$ cat config.mk
export PLATFORM = sky130hd
export DESIGN_NAME = l1_mmu_arbiter
export DESIGN_NICKNAME = d
export VERILOG_FILES = /design/src/rtl/l1_mmu_pkg.sv /design/src/rtl/l1_mmu_arbiter_rr_arb2.sv /design/src/rtl/l1_mmu_arbiter.sv
export SDC_FILE = /design/constraint.sdc
export NUM_CORES = 1
export LEC_CHECK = 0
export ABC_AREA = 1
export CAP_MARGIN = 20
export CELL_PAD_IN_SITES_DETAIL_PLACEMENT = 1
export CELL_PAD_IN_SITES_GLOBAL_PLACEMENT = 1
export CORE_AREA = 2 2 543 545
export CTS_CLUSTER_SIZE = 12
export DETAILED_ROUTE_END_ITERATION = 16
export DIE_AREA = 0 0 545 547
export HOLD_SLACK_MARGIN = 0.1
export PLACE_DENSITY_LB_ADDON = 0.1
export SLEW_MARGIN = 30
export SYNTH_ARGS = -nofsm -noshare
export SYNTH_HDL_FRONTEND = slang
export SYNTH_SLANG_ARGS = --single-unit
$ cat constraint.sdc
create_clock -name sys_clk -period 2.4 [get_ports sys_clk]
set_input_delay 0.48 -clock sys_clk [delete_from_list [all_inputs] [get_ports sys_clk]]
set_output_delay 0.48 -clock sys_clk [all_outputs]
set_load 0.02 [all_outputs]
$ cat src/rtl/l1_mmu_pkg.sv
// Shared encodings for the L1-to-MMU port arbiter: grant owners, FSM states,
// request types and the cache-line width.
package l1_mmu_pkg;

    localparam int LINE_W = 256;

    typedef enum logic [1:0] {
        GNT_NONE = 2'b00,
        GNT_IC   = 2'b01,
        GNT_DC   = 2'b10
    } gnt_e;

    typedef enum logic {
        ST_IDLE = 1'b0,
        ST_BUSY = 1'b1
    } state_e;

    typedef enum logic {
        REQ_RD = 1'b0,
        REQ_WR = 1'b1
    } req_type_e;

endpackage

$ cat src/rtl/l1_mmu_arbiter_rr_arb2.sv
// Two-way round-robin arbiter. Bit 0 of the request/grant vectors is the
// icache, bit 1 the dcache; the last-winner memory only moves on a strobed tie.
module rr_arb2
    import l1_mmu_pkg::*;
(
    input  logic       i_clk,
    input  logic       i_rst,
    input  logic [1:0] i_req,
    input  logic       i_update,
    output logic [1:0] o_gnt
);

    logic r_last_dc;

    // Grant selection: a lone requester wins, a tie goes to whoever did not win the last tie
    always_comb begin
        o_gnt = GNT_NONE;
        case (i_req)
            2'b01:   o_gnt = GNT_IC;
            2'b10:   o_gnt = GNT_DC;
            2'b11:   o_gnt = r_last_dc ? GNT_IC : GNT_DC;
            default: o_gnt = GNT_NONE;
        endcase
    end

    // Last-winner memory, reset to IC so the first tie goes to DC
    always_ff @(posedge i_clk) begin
        if (i_rst) begin
            r_last_dc <= 1'b0;
        end else if (i_update) begin
            r_last_dc <= (o_gnt == GNT_DC);
        end else begin
            r_last_dc <= r_last_dc;
        end
    end

endmodule

$ cat src/rtl/l1_mmu_arbiter.sv
// Shares the single L1-to-MMU line port between the icache and dcache: latches
// the winning request, routes the completion back and watches MMU latency.
module l1_mmu_arbiter
    import l1_mmu_pkg::*;
#(
    parameter int TIMEOUT_CYCLES = 4096,
    parameter int TO_W           = 13
)(
    input  logic              sys_clk,
    input  logic              rst,
    input  logic              ic_req_read,
    input  logic [31:0]       ic_req_addr,
    output logic              ic_done,
    output logic [LINE_W-1:0] ic_read_data,
    input  logic              dc_req_read,
    input  logic              dc_req_write,
    input  logic [31:0]       dc_req_addr,
    input  logic [LINE_W-1:0] dc_write_data,
    output logic              dc_done,
    output logic [LINE_W-1:0] dc_read_data,
    output logic              mmu_req_read,
    output logic              mmu_req_write,
    output logic [31:0]       mmu_req_addr,
    output logic [LINE_W-1:0] mmu_write_data,
    input  logic              mmu_done,
    input  logic [LINE_W-1:0] mmu_read_data,
    output logic [1:0]        grant,
    output logic              timeout_err
);

    localparam logic [TO_W-1:0] WD_LAST = TO_W'(TIMEOUT_CYCLES - 1);
    localparam logic [TO_W-1:0] WD_MAX  = TO_W'(TIMEOUT_CYCLES);
    localparam logic [TO_W-1:0] WD_ONE  = {{(TO_W-1){1'b0}}, 1'b1};

    state_e          r_state;
    req_type_e       r_typ;
    logic            r_orphan;
    logic [TO_W-1:0] r_wd;

    logic [1:0] w_req;
    logic [1:0] w_gnt;
    logic       w_tie;
    logic       w_owner_hold;
    logic       w_fwd;

    assign w_req = {dc_req_read | dc_req_write, ic_req_read};
    assign w_tie = (r_state == ST_IDLE) && (w_req == 2'b11);

    rr_arb2 u_rr_arb2 (
        .i_clk    (sys_clk),
        .i_rst    (rst),
        .i_req    (w_req),
        .i_update (w_tie),
        .o_gnt    (w_gnt)
    );

    // Is the owner still asserting the request type that was latched?
    always_comb begin
        w_owner_hold = 1'b0;
        case (grant)
            GNT_IC:  w_owner_hold = ic_req_read;
            GNT_DC:  w_owner_hold = (r_typ == REQ_WR) ? dc_req_write : dc_req_read;
            default: w_owner_hold = 1'b0;
        endcase
    end

    // Completion is forwarded in the same cycle as mmu_done, and only to a live owner
    assign w_fwd        = (r_state == ST_BUSY) && mmu_done && !r_orphan;
    assign ic_done      = w_fwd && (grant == GNT_IC);
    assign dc_done      = w_fwd && (grant == GNT_DC);
    assign ic_read_data = ic_done ? mmu_read_data : {LINE_W{1'b0}};
    assign dc_read_data = dc_done ? mmu_read_data : {LINE_W{1'b0}};

    // Request latch, IDLE/BUSY sequencing, orphan tracking and watchdog
    always_ff @(posedge sys_clk) begin
        if (rst) begin
            r_state        <= ST_IDLE;
            r_typ          <= REQ_RD;
            r_orphan       <= 1'b0;
            r_wd           <= {TO_W{1'b0}};
            grant          <= GNT_NONE;
            mmu_req_read   <= 1'b0;
            mmu_req_write  <= 1'b0;
            mmu_req_addr   <= 32'h0000_0000;
            mmu_write_data <= {LINE_W{1'b0}};
            timeout_err    <= 1'b0;
        end else begin
            case (r_state)
                ST_IDLE: begin
                    r_wd     <= {TO_W{1'b0}};
                    r_orphan <= 1'b0;
                    if (w_gnt == GNT_DC) begin
                        r_state      <= ST_BUSY;
                        grant        <= GNT_DC;
                        mmu_req_addr <= dc_req_addr;
                        // A simultaneous read+write is illegal; the write takes it
                        if (dc_req_write) begin
                            r_typ          <= REQ_WR;
                            mmu_req_write  <= 1'b1;
                            mmu_req_read   <= 1'b0;
                            mmu_write_data <= dc_write_data;
                        end else begin
                            r_typ          <= REQ_RD;
                            mmu_req_write  <= 1'b0;
                            mmu_req_read   <= 1'b1;
                            mmu_write_data <= {LINE_W{1'b0}};
                        end
                    end else if (w_gnt == GNT_IC) begin
                        r_state        <= ST_BUSY;
                        grant          <= GNT_IC;
                        r_typ          <= REQ_RD;
                        mmu_req_addr   <= ic_req_addr;
                        mmu_req_read   <= 1'b1;
                        mmu_req_write  <= 1'b0;
                        mmu_write_data <= {LINE_W{1'b0}};
                    end else begin
                        r_state <= ST_IDLE;
                    end
                end
                ST_BUSY: begin
                    if (r_wd == WD_LAST) begin
                        timeout_err <= 1'b1;
                    end else begin
                        timeout_err <= timeout_err;
                    end
                    if (mmu_done) begin
                        r_state       <= ST_IDLE;
                        grant         <= GNT_NONE;
                        mmu_req_read  <= 1'b0;
                        mmu_req_write <= 1'b0;
                        r_orphan      <= 1'b0;
                        r_wd          <= {TO_W{1'b0}};
                    end else begin
                        if (r_wd != WD_MAX) begin
                            r_wd <= r_wd + WD_ONE;
                        end else begin
                            r_wd <= r_wd;
                        end
                        // An abandoned transaction still runs to completion, silently
                        if (!w_owner_hold) begin
                            r_orphan <= 1'b1;
                        end else begin
                            r_orphan <= r_orphan;
                        end
                    end
                end
                default: begin
                    r_state <= ST_IDLE;
                    grant   <= GNT_NONE;
                end
            endcase
        end
    end

endmodule

Yosys cells after proc, flatten, opt, wreduce, memory -nomap -nowiden
Cells that the tools add are included.
W data, S select, Z words.

word-level totals
  flip-flop bits (word level) = 310
  latch bits = 0
  memory bits (writable) = 0
  ROM bits = 0
  input port bits = 582
  output and inout port bits = 807
  memories kept = 0

cells by class
  add/sub/neg operators = 1
  multiply operators = 0
  divide/modulo/power cells = 0
  $lt $le $gt $ge = 0
  equal/unequal tests = 13
  shift-type cells = 0
  multiplexer cells = 34
  bitwise logic cells = 2
  reductions and logical operators = 10

operators by type and width
  cell                     count
  $mux W256                5
  $mux W32                 2
  $mux W13                 2
  $pmux W13 S2             1
  $add A13 B1 Y13 const B  1
  $eq A13 B12 Y1 const B   1
  $mux W1                  13
  $ne A13 B13 Y1 const B   1
  $pmux W1 S2              5
  $eq A2 B2 Y1 const B     4
  $mux W2                  4
  $eq A2 B1 Y1 const B     3
  $pmux W2 S3              1
  $reduce_and A2 Y1        3
  $logic_and A1 B1 Y1      5
  $pmux W2 S2              1
  $ne A3 B1 Y1 const B     1
  $ne A3 B2 Y1 const B     1
  $ne A3 B3 Y1 const B     1
  $ne A2 B2 Y1 const B     1
  $reduce_bool A2 Y1       1
  $logic_not A1 Y1         1
  $not A1 Y1               1
  $or A1 B1 Y1             1

Longest topological paths before layout
  depth in word-level cells = 7
  mapped depth = 11

Modules after synthesis
A second synthesis with hierarchy kept.

second synthesis, totals
  cells, all modules = 2059
  area total of the unflattened synthesis = 14231.1 um^2

modules (own cells, without submodules)
  module          times used  cells each  area each (um^2)  seq. area each (um^2)
  l1_mmu_arbiter  1           2048        14169.8           6185.9
  rr_arb2         1           11          61.3              20.0

Worst setup path after synthesis
OpenSTA, ideal clock, no wires.

  kind = flip-flop to output port
  start = register grant[0]
  end = output ic_read_data[246]
  arrival time = 1.512 ns
  setup slack = 0.408 ns
  stages on the path, launching flop included = 6
  cells stage by stage = dfxtp_1 -> ha_1 -> nand4_1 -> buf_2 -> buf_1 -> nor2_1

between the ends
  cells in the longest elaborated chain, start to end = 3

ends and longest elaborated chain
  item                      RTL line               text
  start: declaration        l1_mmu_arbiter.sv:27   output logic [1:0] grant,
  start signal: assignment  l1_mmu_arbiter.sv:81   grant <= GNT_NONE;
  start signal: assignment  l1_mmu_arbiter.sv:94   grant <= GNT_DC;
  start signal: assignment  l1_mmu_arbiter.sv:110  grant <= GNT_IC;
  $eq A2 B1 Y1              l1_mmu_arbiter.sv:69   assign ic_done = w_fwd && (grant == GNT_IC);
  $logic_and A1 B1 Y1       l1_mmu_arbiter.sv:69
  $mux W256                 l1_mmu_arbiter.sv:71   assign ic_read_data = ic_done ? mmu_read_data : {LINE_W{1'b0}};
  end: declaration          l1_mmu_arbiter.sv:14   output logic [LINE_W-1:0] ic_read_data,

Every way passes these cells.

Worst setup path in the final report
  start = register grant[0]
  end = output ic_read_data[92]

Same word-level chain as after synthesis.

==> metrics.md <==
| Metric | Value |
|---|---|
| Status | finished, violations left |
| Failing checks | setup timing |
| CP Buf/Inv Count | 6 |
| Fin area | 37090 µm² |
| CP top delay family | buffers and inverters |
| Max-cap violations | 0 |
| Initial antenna violation count | 128 |
| Critical Path Slowest Stage Cell | dfxtp_2 |
| Reg clk slew, reported paths | 0.06 ns |
| DR vias | 20310 |
| Gpl congestion | 0.7923 |
| Sequential share of power | 31.3% |
| Pin count of the biggest net entering global routing | 59 |
| Sequence of cells on the critical path | buf_6 > ha_4 > nand4_1 > buf_4 > buf_12 > clkbuf_16 > nor2_4 > buf_4 > buf_4 |
| Cell Area, Synth | 14210 µm² |
| Fin crit share | 120.1% |
| Type of the worst setup path | register to primary output |
| Drt total wl | 181500 µm |
| Vias in the first global route | 21270 |
| FF-to-FF path depth | 10 |
| Initial core utilization | 4.857% |
| Clk root buf | clkbuf_16 |
| Routed Antenna Nets | 0 |
| VDD IR max | 0.0004983 V |
| First-pass GRT wire length | 225000 µm |
| Grt ovf | 0 |
| Max incr delay on CP | 0.34 ns |
| # fillers | 34530 |
| I/O pin cnt | 1389 |
| Yosys warnings | 0 |
| Net Switching | 5.902 mW |
| Syn Inst Count | 2041 |
| Seq/Total Area, Yosys | 43.68% |
| CP dominant cell by count | buf_4 |
| Unrepaired setup endpoints after global routing | yes |
| Total iterations of the first detailed-routing run | 4 |
| Max FO, Critical Path | 15 |
| Synthesized area per cell | 6.962 µm² |
| Placed cell areas | 34310 µm² |
| Worst hold path cell count | 2 |
| Pwr/cell area | 486.2 nW/µm² |
| Layout cells sized above 1 | 24.88% |
| Synth cell types | 25 |
| Mean routed wirelength per cell | 24.09 µm |
| Setup tns final | -146.41 ns |
| All-Layer GR Usage | 11.39% |
| Clock Path Buffers | 3 |
| Inserted Clock Buffers | 48 |
| Setup Viol. Count Final | 514 |
| # rows | 199 |
| Rel. slew slack | 55.22% |
| Crit path DAT | 2.40 ns |
| Final HPWL DP | 154200 µm |
| Worst r2r src | u_rr_arb2.r_last_dc |
| Switching Share | 32.73% |
| Clock power share | 41.3% |
| DR DRC count | 0 |
| Least-Margin Pin Slew | 0.6666 ns |
| HP Class | input pin to register |
| Via/cell ratio | 2.695 |
| Int Pwr | 12.13 mW |
| Hold Path Sink | mmu_write_data[202] |
| Final worst setup slack | -0.4813 ns |
| Leakage | 15.22 nW |
| Min cycle time layout | 2.881 ns |
| Die H | 547 µm |
| Skew final | 0.04108 ns |
| Die area | 298100 µm² |
| Syn nets | 2629 |
| DR iter-0 viols | 610 |
| Post-Layout Cell Count | 7534 |
| R2R setup slack | 0.27 ns |
| CTS tree | built |
| Reg2reg end | mmu_write_data[116] |
| I/O Buffers | 1388 |
| Core area | 292600 µm² |
| Final Max Tran Viols | 0 |
| Die Wd | 545 µm |
| Nets | 4143 |
| Critical Path Start Type | register |
| Max Freq | 347.1 MHz |
| Synthesized flop and latch total | 310 |
| Total placed cells including tap cells | 7367 |
| Min-Delay Startpoint | rst |
| Synthesis-to-finish area growth | 161.0% |
| Logic pwr share | 27.4% |
| Worst Path Required | 1.92 ns |
| CTS H-Tree Depth | 2 |
| CP endpoint kind | primary output |
| Final hold violations | 0 |
| Later-pin clock latency in the skew report | 0.64 ns |
| CTS sink count | 310 |
logic make-up (layout without fill, tap and decap cells):
| family | Yosys count | count (layout) | synth area share, % |
|---|---|---|---|
| simple gates | 912 | 912 | 24.49 |
| buf+inv | 450 | 1998 | 13.89 |
| compound gates | 363 | 363 | 17.42 |
| flops | 310 | 310 | 43.68 |
| fa+ha+maj | 6 | 6 | 0.5283 |
| other cells | 0 | 26 | 0 |
synthesized netlist by cell type (all sizes together):
cell type	n	area, µm²
a21oi	52	260.3
a22oi	256	1922
a31oi	14	87.58
buf	110	696.9
clkbuf	50	187.7
dfxtp	310	6206
ha	6	75.07
inv	290	1089
nand2	87	326.6
nand3	11	55.05
nand4	3	18.77
nor2	806	3052
nor3	3	15.01
nor4	1	6.260
o21ai	41	205.2
or2	1	6.260
cell usage in the layout, fill, tap and decap left out, drive strengths merged, types with 41 or more instances in the layout:
cell           synthesis  routed
o21ai                 41      41
dfxtp                310     310
dlygate4sd2            0      45
a22oi                256     256
inv                  290     291
nand2                 87      87
buf                  110     671
clkbuf                50     107
nor2                 806     806
clkdlybuf4s50          0     873
a21oi                 52      52
what timing repair did:
| action | CTS | global route |
|---|---|---|
| resized for setup | 1036 | 602 |
| pin swaps | 1 | 9 |
| hold buffers | 0 | 0 |
| hold endpoints to repair | 0 | 0 |
| setup buffers | 15 | 29 |
| setup endpoints to repair | 517 | 517 |
| cloned | 7 | 13 |
per-stage QoR:
step | setup slack [ns] | total power [mW] | hold slack [ns] | utilization, %
2_1_floorplan | 0.4075 | 7.445 | 0.4718 | -
5_1_grt | -0.5796 | 19.11 | 0.2145 | 12.66
6_report | -0.4813 | 18.03 | 0.2384 | 12.68
4_1_cts | -0.5724 | 18.66 | 0.1813 | 12.33
3_3_place_gp | -0.7997 | 10.70 | 0.4558 | 11.73
3_5_place_dp | -0.8460 | 10.69 | 0.4567 | 11.73
sequential cells by signal (all words and copies together), names as in the netlist:
signal,count
r_wd,13
r_state,1
mmu_write_data,256
mmu_req_read,1
r_orphan,1
u_rr_arb2.r_last_dc,1
mmu_req_addr,32
grant,2
mmu_req_write,1
r_typ,1
timeout_err,1
worst max-delay path by stage:
stage                        endpoint  depth (start not counted)     start  slack (ns)
finish               ic_read_data[92]                          9  grant[0]       -0.48
global route        ic_read_data[249]                          9  grant[0]       -0.58
CTS                 ic_read_data[213]                          9  grant[0]       -0.57
detailed placement   dc_read_data[16]                          7  mmu_done       -0.85
global placement     dc_read_data[16]                          7  mmu_done       -0.80
floorplan           ic_read_data[246]                          5  grant[0]        0.41
layer usage:
metal  up-vias  share of wire (%)  GRT usage, %
met2       993                 52         21.65
met1      9507                 35         11.24
met5         -               0.18             0
met3       270                 11         5.329
li1       9480                  -             -
met4        56                1.6         1.853
power groups by stage:
stage          logic (mW)  clock network, mW  registers [mW]
3_5_place_dp         4.93                  0            5.75
3_3_place_gp         4.95                  0            5.75
6_report             4.95               7.44            5.64
2_1_floorplan        1.35                  0            6.09
5_1_grt              5.32               8.10            5.68
4_1_cts              5.02               7.99            5.65
area by class of cell:
| cell class | count | area (µm²) | share of cell area [%] |
|---|---|---|---|
| tap | 3919 | 4903 | 13.22 |
| multi-input combinational | 1281 | 6708 | 18.09 |
| timing repair buffer | 1624 | 16520 | 44.54 |
| clock buffer | 73 | 1386 | 3.738 |
| sequential | 310 | 6211 | 16.75 |
| clock inverter | 11 | 198.9 | 0.5364 |
| inverter | 290 | 1096 | 2.955 |
| antenna | 26 | 65.06 | 0.1754 |
(Power assumes the default switching activity.)
